### src/rtl/logic_gate.sv
// Two-output registered boolean gate with per-combination truth-table capture.
// Each output applies its own selectable 2-input operation to in1/in2.
module logic_gate #(
    parameter logic [2:0] OP1_RST = 3'b000,
    parameter logic [2:0] OP2_RST = 3'b001
) (
    input  logic       clk,
    input  logic       rst_n,
    input  logic       in1,
    input  logic       in2,
    input  logic       en,
    input  logic [2:0] op1_sel,
    input  logic [2:0] op2_sel,
    input  logic       clr,
    output logic       out1,
    output logic       out2,
    output logic [3:0] tt1,
    output logic [3:0] tt2,
    output logic [3:0] tt_valid
);

    // The reset encodings only document bench defaults and never reach the datapath.
    logic unused_params_s;
    assign unused_params_s = ^{OP1_RST, OP2_RST};

    function automatic logic gate_eval(input logic [2:0] sel, input logic a, input logic b);
        logic r;
        case (sel)
            3'b000:  r = a & b;
            3'b001:  r = a | b;
            3'b010:  r = a ^ b;
            3'b011:  r = ~(a & b);
            3'b100:  r = ~(a | b);
            3'b101:  r = ~(a ^ b);
            3'b110:  r = ~a;
            3'b111:  r = a;
            default: r = 1'b0;
        endcase
        return r;
    endfunction

    logic       out1_d, out1_q;
    logic       out2_d, out2_q;
    logic [3:0] tt1_d, tt1_q;
    logic [3:0] tt2_d, tt2_q;
    logic [3:0] tt_valid_d, tt_valid_q;
    logic [1:0] idx_s;
    logic       res1_s, res2_s;

    // Next-state: clear wipes the capture first so a simultaneous enable still lands its entry.
    always_comb begin
        idx_s      = {in1, in2};
        res1_s     = gate_eval(op1_sel, in1, in2);
        res2_s     = gate_eval(op2_sel, in1, in2);
        out1_d     = out1_q;
        out2_d     = out2_q;
        tt1_d      = tt1_q;
        tt2_d      = tt2_q;
        tt_valid_d = tt_valid_q;
        if (clr) begin
            tt1_d      = 4'h0;
            tt2_d      = 4'h0;
            tt_valid_d = 4'h0;
        end else begin
            tt1_d      = tt1_q;
            tt2_d      = tt2_q;
            tt_valid_d = tt_valid_q;
        end
        if (en) begin
            out1_d            = res1_s;
            out2_d            = res2_s;
            tt1_d[idx_s]      = res1_s;
            tt2_d[idx_s]      = res2_s;
            tt_valid_d[idx_s] = 1'b1;
        end else begin
            out1_d = out1_q;
            out2_d = out2_q;
        end
    end

    // State registers with asynchronous active-low reset.
    always_ff @(posedge clk or negedge rst_n) begin
        if (!rst_n) begin
            out1_q     <= 1'b0;
            out2_q     <= 1'b0;
            tt1_q      <= 4'h0;
            tt2_q      <= 4'h0;
            tt_valid_q <= 4'h0;
        end else begin
            out1_q     <= out1_d;
            out2_q     <= out2_d;
            tt1_q      <= tt1_d;
            tt2_q      <= tt2_d;
            tt_valid_q <= tt_valid_d;
        end
    end

    assign out1     = out1_q;
    assign out2     = out2_q;
    assign tt1      = tt1_q;
    assign tt2      = tt2_q;
    assign tt_valid = tt_valid_q;

endmodule

### config.mk
export PLATFORM = sky130hd
export DESIGN_NAME = logic_gate
export DESIGN_NICKNAME = d
export VERILOG_FILES = /design/src/rtl/logic_gate.sv
export SDC_FILE = /design/constraint.sdc
export NUM_CORES = 1
export LEC_CHECK = 0
export ABC_AREA = 1
export CORE_MARGIN = 3
export CORE_UTILIZATION = 42
export CTS_BUF_LIST = sky130_fd_sc_hd__clkbuf_2 sky130_fd_sc_hd__clkbuf_4 sky130_fd_sc_hd__clkbuf_8
export CTS_CLUSTER_SIZE = 12
export DETAILED_ROUTE_END_ITERATION = 7
export PLACE_DENSITY_LB_ADDON = 0.12
export REMOVE_ABC_BUFFERS = 1
export SLEW_MARGIN = 25
export SYNTH_ARGS = -nofsm -noshare
export SYNTH_HDL_FRONTEND = slang
export SYNTH_SLANG_ARGS = --single-unit
export TNS_END_PERCENT = 20
### constraint.sdc
create_clock -name clk -period 0.8 [get_ports clk]
set_input_delay 0.12 -clock clk [delete_from_list [all_inputs] [get_ports clk]]
set_output_delay 0.12 -clock clk [all_outputs]
set_load 0.005 [all_outputs]
Word-level counts from Yosys, hierarchy flattened
Cells that the tools add are included.
Widths: inputs -> output; s select.
{"block": "op_classes", "eq_ne": 14, "order_cmp": 2, "n_bitwise": 8, "reduce_logical": 3, "n_mux": 12}
{"op": "$eq 3x3->1 const B", "n": 8}
{"op": "$mux 4", "n": 6}
{"op": "$pmux 1 s8", "n": 2}
{"op": "$eq 3x2->1 const B", "n": 4}
{"op": "$bwmux 4", "n": 2}
{"op": "$eq 3x1->1 const B", "n": 2}
{"op": "$logic_not 3->1", "n": 2}
{"op": "$not 1->1", "n": 4}
{"op": "$or 4x4->4", "n": 1}
{"op": "$lt 2x3->1 const B", "n": 1}
{"op": "$demux 1 s2", "n": 1}
{"op": "$ge 2x1->1 const B", "n": 1}
{"op": "$and 1x1->1", "n": 1}
{"op": "$logic_and 1x1->1", "n": 1}
{"op": "$mux 1", "n": 1}
{"op": "$or 1x1->1", "n": 1}
{"op": "$xor 1x1->1", "n": 1}
{"block": "totals", "register_bits": 14, "inputBits": 12}

Longest topological paths before layout
Gate-level depths: netlist (run 1).
{"block": "depth", "word_depth": 6, "mapped_depth": 9, "mapped_depth_nobuf": 9}

Least setup slack after synthesis (run 1)
OpenSTA, ideal clock, no wires.
{"block": "synth_path", "path_type": "input port to flip-flop", "startpoint": "input in1", "endpoint": "register tt1_q[0] (netlist: tt1[0])", "cell_stages": 9, "t_required_ns": 0.684, "arrival_time_ns": 0.875, "n_path_buf": 0, "slack_ns": -0.191, "path_cell_list": "inv_1 -> ha_1 -> inv_1 -> nand2_1 -> nand3_1 -> nand3_2 -> nand2_2 -> nand2_1 -> nand2_1"}
{"block": "synth_between", "elab_chain_len": 6, "elab_cells_between_ends": 15, "classes_between": "2 x order compare; 5 x mux; 7 x bitwise; 1 x reduce/logical"}
{"item": "from (decl)", "line_no": "9", "source": "input logic in1,"}
{"item": "$lt 2x3->1 (not written as such) or $ge 2x1->1 (tied branches)", "line_no": "72", "source": "tt1_d[idx_s] = res1_s;"}
{"item": "$logic_and 1x1->1 (not written as such)", "line_no": "72"}
{"item": "$mux 1 (not written as such)", "line_no": "72"}
{"item": "$demux 1 s2", "line_no": "72"}
{"item": "$bwmux 4 (*)", "line_no": "72"}
{"item": "$mux 4 (*)", "line_no": "69", "source": "if (en) begin"}
{"item": "via tt1_d[0]", "line_no": "44", "source": "logic [3:0] tt1_d, tt1_q;"}
{"item": "to (signal assigned)", "line_no": "92", "source": "tt1_q <= tt1_d;"}
{"item": "to (decl)", "line_no": "44"}
Mark *: on every way through the listed nets, which the timed path passes. The rest lies on a longest branch.
A chain may end at the register's enable or synchronous reset.

Worst setup path in the final report (run 1)
{"block": "layout_path", "startpoint": "register tt2_q[3] (netlist: tt2[3])", "endpoint": "output tt2[3]"}
{"item": "from (decl)", "line_no": "45", "source": "logic [3:0] tt2_d, tt2_q;"}
{"item": "from (signal assigned)", "line_no": "93", "source": "tt2_q <= tt2_d;"}
{"item": "to (decl)", "line_no": "18", "source": "output logic [3:0] tt2,"}
No word-level cell between the ends.

==> impl.org, run 1 <==
** Clocking
- H-tree levels :: 1
- The tree is rooted in a sky130_fd_sc_hd__clkbuf_4.
- Number of clock buffers inserted by TritonCTS :: 3
- The clock drives 14 sinks.
- CTS tree :: yes
- The longest clock path from root to sink contains 2 buffers.
- Hold Buf Count CTS :: 0
- Clock edge transition at the registers on the reported setup and hold paths :: roughly 0.090 ns
- The clock reaches the later pin of the worst-skew pair after 0.28 ns.

** Finish
- Area Overhead vs Synth :: 61.65%
- Ant. Diodes :: 0
- Of the cells placed in the final design, the portion with a size suffix greater than 1 is 0.3806.
- Once layout is complete, the utilization of the core stands at 0.7383.
- Number of nets in the finished design :: 173

** Timing
- Minimum clock period :: 0.9376 ns
- For the pin with the worst max-slew slack, the measured transition is 0.2731 ns.
- Of the available clock period, the critical path in the final layout requires 1.172.
- Setup repair after global routing missed its margin :: yes
- Crit path setup slack, layout :: -0.1376 ns
- Max-slew headroom :: 0.8179
- For this run, the top clock speed supported by timing is 1067 MHz.
- Setup-failing EPs final :: 16
- Final hold analysis gives a worst-case slack of between 0.15 and 0.2 ns.
- Final number of max-transition violations :: 0
- The number of hold violations in the final report is 0.
- Final worst clock skew :: 0 ns

** Global routing
- The total overflow left after global routing is 0.
- Wire length of the first global-routing pass :: 3691 um
- Vias in the first global route :: ~840
- Largest net degree at the start of global routing :: 15
- Number of antenna violations at the first check in global routing :: 0
- Across every metal layer, demand over resource in global routing totals 0.1931.

** Setup path
- Largest delay share family, worst path :: flip-flops
- At the worst endpoint, the required time is 0.68 ns.
- The slowest stage of the critical path is the sky130_fd_sc_hd__dfrtp_1 cell.
- CP Max Fanout :: 2
- Critical path class :: reg2out
- For this run, the slowest stage of the critical path takes 0.40 ns.
- Critical path data arrival time :: 0.82 ns
- STA classifies the critical path startpoint as a flip-flop.
- Critical Path Sink Type :: primary output
- CP Cell Sequence :: buf_2
- Critical path buffers and inverters :: 1

** Logic synthesis
- Number of cells produced by synthesis :: 110
- The most common cell in the synthesized netlist is sky130_fd_sc_hd__nand2_1.
- Count of different cell masters after synthesis :: 9
- The share of synthesized area in the top cell type comes to 0.4348.
- Ys flop type :: sky130_fd_sc_hd__dfrtp_1
- Top cells by instance count after synthesis :: sky130_fd_sc_hd__nand2_1 (50), sky130_fd_sc_hd__inv_1 (16), sky130_fd_sc_hd__nand3_1 (16)
- FF+latch count, synth :: 14
- Share of the yosys chip area belonging to registers :: 0.4348
- Ys async rst share :: 1.000
- Mapped Area :: 805.8 um2
- Dominant cell type by area after synthesis :: sky130_fd_sc_hd__dfrtp_1
- By area the synthesized netlist is led by sky130_fd_sc_hd__dfrtp_1 (43%), sky130_fd_sc_hd__nand2_1 (23%), sky130_fd_sc_hd__nand3_1 (9.9%).
- The Yosys step of the flow raised 0 warnings.
- Number of enable flip-flop cells after synthesis :: 0
- Avg Inst Size Synth :: between 7 and 8 um2

** Floorplan
- After floorplanning, the core was divided into 15 placement rows.
- 26 I/O pins were placed.
- Core area :: 1764 um2
- The die is between 40 and 50 um wide.
- The initial utilization of the core area, before any placement, comes to 0.4567.
- Die outline height :: roughly 50 um
- Die ar. :: 2480 um2

** Place
- Half-perimeter wire length after placement :: 1547 um
- At the end of routability-driven placement, the weighted congestion stood at 0.7466.
- Buffers on Ports :: 25

** Power
- Total power per unit cell area :: 1384 nW/um2
- Combinational share of power :: 0.276
- The share of total power dissipated in sequential elements is 0.436.
- Part of the total power dissipated in the clock network :: 0.288
- Switching power summed over all nets :: 0.0005193 W
- IR analysis of the VDD net gives a maximum drop of 1.342 mV.
- After layout, the design draws a total of 0.001803 W.
- The internal power of the cells totals 0.001284 W.
- Of the total power, the share spent switching nets is 0.2880.
- Summed over all cells, the static leakage comes to just under 0.8 nW.

** Detailed routing
- TritonRoute pass-1 iters :: 4
- Number of vias after detailed routing :: 870
- Summed over all layers, the routed wires come to 2187 um.
- Detail Route Antenna Nets :: 0
- Number of DRC violations after detailed-routing iteration 0 :: 13
- After detailed routing, the average wire length per cell comes to 12.15 um.
- Remaining DRCs :: 0
- Average via count per standard cell :: about 4.8

** Outcome
- Outcome :: complete, but fails checks
- Failing checks :: negative setup slack

** Job
- Max-cap violations in this run came to 0.

** Hold path
- Min-Delay Path Class :: in2async
placed cells by master, fill, tap and decap left out, drive strengths merged:
cell / n
nand3: 20
nand2: 52
dfrtp: 14
dlygate4sd2: 3
clkdlybuf4s50: 4
ha: 5
buf: 33
clkbuf: 4
clkdlybuf4s15: 2
inv: 18
power groups by stage:
stage	combinational, W	clock (W)	sequential [W]
final	0.000497	0.000519	0.000787
after global routing	0.000549	0.000551	0.000794
after CTS	0.000482	0.000522	0.000787
after detailed placement	0.000474	0	0.000802
after global placement	0.000461	0	0.000801
after floorplan	0.000166	0	0.000807
logic make-up after synthesis:
group                    count (synthesis)  share of synthesized area
adder cells (fa/ha/maj)                  5                    0.07764
buffers and inverters                   19                    0.09006
flip-flops                              14                     0.4348
AND/OR/NAND/NOR                         72                     0.3975
final timing paths:
| kind | from | end | slack [ns] | depth (start not counted) |
|---|---|---|---|---|
| max | tt2[3]$_DFF_PN0_ | tt2[3] | -0.14 | 1 |
| min | rst_n | tt2[2]$_DFF_PN0_ | 0.17 | 2 |
| max reg2reg | tt2[2]$_DFF_PN0_ | tt2[2]$_DFF_PN0_ | -0.02 | 4 |
| min reg2reg | tt_valid[2]$_DFF_PN0_ | tt_valid[2]$_DFF_PN0_ | 0.47 | 2 |
| max in group asynchronous | rst_n | tt2[1]$_DFF_PN0_ | 0.52 | 2 |
| min in group clk | en | out2$_DFFE_PN0P_ | 0.33 | 3 |
stage by stage:
step	cell area [um2]	TNS, ns	worst slack [ns]	std cells
6_report	1303	-1.626	-0.1376	180
5_1_grt	1303	-2.399	-0.1660	180
4_1_cts	1279	-1.675	-0.1369	179
3_5_place_dp	1205	-12.31	-0.8434	172
3_3_place_gp	1205	-11.70	-0.7835	172
2_1_floorplan	800.8	-1.913	-0.1914	109
flip-flops by register name, summed over array words and instances (netlist names):
register and cells:
tt1 4, out2 1, tt2 4, out1 1
tt_valid 4
metal layers:
layer	track usage	share of wire
met2	0.3392	0.50
met1	0.2404	0.45
met4	0.02765	0.0046
met3	0.05136	0.044
met5	0	0
cell type report:
class                   count  area [um2]
clock buffers               4       36.28
fillers                   144       461.7
inverters                  18       72.57
multi-input cells          77       465.4
flip-flops and latches     14       350.3
well taps                  25       31.28
repair buffers             42       346.6
repair_timing:
| item | CTS | global route |
|---|---|---|
| buffers inserted | 3 | 1 |
| resized for setup | 92 | 6 |
| pin swaps | 7 | 1 |
| setup endpoints to repair | 28 | 24 |
No activity file was read; power rests on OpenSTA's default activity.
==> run 2, diff against run 1 <==
--- a/config.mk
+++ b/config.mk
@@ -12,7 +12,6 @@
 export CTS_CLUSTER_SIZE = 12
 export DETAILED_ROUTE_END_ITERATION = 7
 export PLACE_DENSITY_LB_ADDON = 0.12
-export REMOVE_ABC_BUFFERS = 1
 export SLEW_MARGIN = 25
 export SYNTH_ARGS = -nofsm -noshare
 export SYNTH_HDL_FRONTEND = slang
==> run 2 against run 1 <==
Critical endpoint is now tt2[2]. Cell count shrank 1.1%. Via count shrank 3.3%. Power shrank 3.2%. Flip-flop and latch count is the same. Die area is the same. Worst hold slack gained 0.012 ns. Setup slack gained 0.022 ns. The run still ends with negative setup slack left.
==> impl.org, run 2 (synthesis results as in run 1) <==
** Setup path
- The critical path goes through buf_2.
- Max stage delay on crit path :: 0.39 ns (about the same)
- The data arrival time of the critical path came to 0.80 ns (-0.02 ns).
- Worst reg2reg endpoint :: tt2[2]$_DFF_PN0_
- The register-to-register path setup slack is -0.02 ns (about the same).
- The setup path with the least slack is of type reg2out.
- Among cell families on the critical path, the largest total delay comes from flip-flops.
- The slowest stage of the critical path belongs to the cell sky130_fd_sc_hd__dfrtp_1.
- Tracing the worst setup path back leads to its startpoint at tt2[2]$_DFF_PN0_.
- Worst flop-to-flop path startpoint :: tt2[2]$_DFF_PN0_
- CP Max Fanout :: 2 (unchanged)
- The worst setup path is captured at a primary output.
- STA classifies the critical path startpoint as a flip-flop.
- Critical path buffers and inverters :: 1 (unchanged)
- The required time reported for the critical path endpoint was 0.68 ns (about the same).
- The total stage count of the critical path came to 1 (unchanged).
- The worst reg-to-reg path cell count came to 4 (unchanged).
- Worst setup endpoint :: tt2[2]

** Timing
- Crit path setup slack, layout :: -0.1159 ns (+0.02166 ns)
- Setup-failing EPs final :: 16 (unchanged)
- The max-slew violation count came to 0 (unchanged).
- The slew of the pin with the lowest slew margin came to 0.2108 ns (-0.06229 ns).
- Max-slew headroom :: 0.8595 (+0.04153)
- Post-route fraction of the period consumed by the critical path :: 1.145 (-0.02707)
- Minimum clock period :: 0.9159 ns (-0.02166 ns)
- Final worst clock skew :: 0 ns (unchanged)
- Total count of hold-check failures in the final report :: 0 (unchanged)
- The achievable frequency was 1092 MHz (+2.4%).
- Setup repair after global routing could not meet its margin everywhere.

** Detailed routing
- The post-detailed-route DRC marker count came to 0 (unchanged).
- The post-detailed-route via-to-cell ratio came to 4.725 (-2.2%).
- The wire length on met3 was 124 um (+28%).
- Detail Route Antenna Nets :: 0 (unchanged)
- The wire length per cell came to 10.97 um (-9.7%).
- Wire length on met2 :: 959 um (-12%)
- Number of DRC violations after detailed-routing iteration 0 :: 17 (+4)
- The via count came to 841 (-3.3%).
- The aggregate routed wire length was 1952 um (-11%).
- The routed metal-1 wirelength came to 855 um (-13%).
- Highest signal layer in the routed design :: met4
- The iteration count of the initial detailed-routing pass was 4 (unchanged).

** Clocking
- The clock transition time at the flip-flop clock pins of the worst setup and hold paths came to 0.08 ns (about the same).
- CTS tree :: yes
- The tree is rooted in a sky130_fd_sc_hd__clkbuf_4.
- H-tree levels :: 1 (unchanged)
- The number of clock sinks seen by CTS is 14 (unchanged).
- Max Root-Sink Buffers :: 2 (unchanged)
- The number of buffers inserted during clock tree synthesis is 3 (unchanged).
- Clock latency on the worst-skew pair :: 0.28 ns (about the same)

** Finish
- Leaving out fill and tap cells, the most frequent cell in the layout is sky130_fd_sc_hd__nand2_1.
- The area occupied by registers was 350.3 um2 (unchanged).
- Ant. Diodes :: 0 (unchanged)
- The number of filler cells placed in the layout was 161 (+12%).
- The final-stage net count came to 171 (-1.2%).
- The library cells used most frequently in the layout, excluding fill and tap cells, are sky130_fd_sc_hd__nand2_1 (48), sky130_fd_sc_hd__dfrtp_1 (14), sky130_fd_sc_hd__buf_2 (14).
- From synthesis to final layout, the design area changed by 54.04%.
- Post-route design area :: 1241 um2 (-4.7%)
- Proportion of layout cells with a drive suffix above 1 :: 0.3529 (-0.02770)
- The area taken by multi-input logic gates was 435.4 um2 (-6.5%).

** Outcome
- The flow ran to the end, but the final reports show violations.
- The final reports fail on negative setup slack.

** Floorplan
- Die outline height :: 49.80 um (unchanged)
- The die area is 2480 um2 (unchanged).
- The standard-cell row count is 15 (unchanged).
- The core region area was 1764 um2 (unchanged).
- The initial standard-cell utilization of the core came to 0.4567 (unchanged).
- Count of boundary I/O pins :: 26 (unchanged)
- The width of the die is 49.80 um (unchanged).

** Power
- Pwr Total :: 0.001746 W (-3.2%)
- Leak :: 0.7535 nW (-2.6%)
- The worst vdd rail ir drop came to 1.321 mV (-1.5%).
- The power density of the placed cells is 1407 nW/um2 (+1.6%).

** Place
- The detailed placement HPWL is 1476 um (-4.6%).
- Gp weighted congestion :: 0.7655 (+2.5%)
- The port buffer count came to 25 (unchanged).
- The area of placed instances is 1225 um2 (+1.7%).

** Hold path
- The tightest min-delay check is of the in2async type.

** Job
- Max-cap check violation count :: 0 (unchanged)

** Global routing
- Wire length of the first global-routing pass :: 3477 um (-5.8%)
- The overall global routing resource usage was 0.1827 (-0.01035).
- Global route overflow :: 0 (unchanged)
- Number of antenna violations at the first check in global routing :: 0 (unchanged)
- The maximum number of pins on one net before global-route repair was 15 (unchanged).
- Vias in the first global route :: 759 (-9.2%)

** Logic synthesis
- Synthesized net count :: 127
run 2: worst min path at each step:
stage	slack, ns	startpoint	depth (start not counted)	endpoint
floorplan	-0.18	rst_n	0	out1$_DFFE_PN0P_
detailed placement	0.46	tt_valid[1]$_DFF_PN0_	2	tt_valid[1]$_DFF_PN0_
global route	0.17	rst_n	2	tt2[0]$_DFF_PN0_
CTS	0.17	rst_n	2	tt2[0]$_DFF_PN0_
global placement	0.45	tt_valid[1]$_DFF_PN0_	2	tt_valid[1]$_DFF_PN0_
finish	0.18	rst_n	2	tt2[0]$_DFF_PN0_
run 2: power breakdown:
| group | internal [W] | switching (W) | total, W |
|---|---|---|---|
| Combinational | 0.000225 | 0.000229 | 0.000453 |
| Clock | 0.000277 | 0.000231 | 0.000508 |
| Sequential | 0.000760 | 0.0000245 | 0.000785 |
run 2: metal layers:
| metal | track usage | vias to the layer above |
|---|---|---|
| met5 | 0 | - |
| met2 | 0.2907 | 23 |
| met1 | 0.2380 | 396 |
| li1 | - | 420 |
| met4 | 0.02765 | 0 |
| met3 | 0.07251 | 2 |
run 2: area by class of cell:
cell class / instances / share of cell area
inverters: 18 / 0.05645
multi-input cells: 77 / 0.3508
flip-flops and latches: 14 / 0.2823
repair buffers: 40 / 0.2560
well taps: 25 / 0.02520
clock buffers: 4 / 0.02923
run 2: repair_timing:
| action | CTS | global route |
|---|---|---|
| gates resized for setup | 84 | 1 |
| buffers inserted | 1 | 0 |
| pin swaps | 3 | 1 |
| endpoints found under the setup margin | 28 | 24 |
| hold buffers | 0 | 0 |
| cloned | 0 | 0 |
run 2: per-stage QoR:
| step | setup TNS [ns] | hold WS (ns) | util | setup WS, ns | instances |
|---|---|---|---|---|---|
| 2_1_floorplan | -1.678 | -0.1756 | - | -0.1679 | 110 |
| 3_3_place_gp | -12.08 | 0.4527 | 0.6943 | -0.7874 | 173 |
| 3_5_place_dp | -12.41 | 0.4576 | 0.6943 | -0.8333 | 173 |
| 4_1_cts | -1.746 | 0.1734 | 0.7021 | -0.1324 | 178 |
| 5_1_grt | -2.608 | 0.1703 | 0.7035 | -0.1639 | 178 |
| 6_report | -1.524 | 0.1788 | 0.7035 | -0.1159 | 178 |
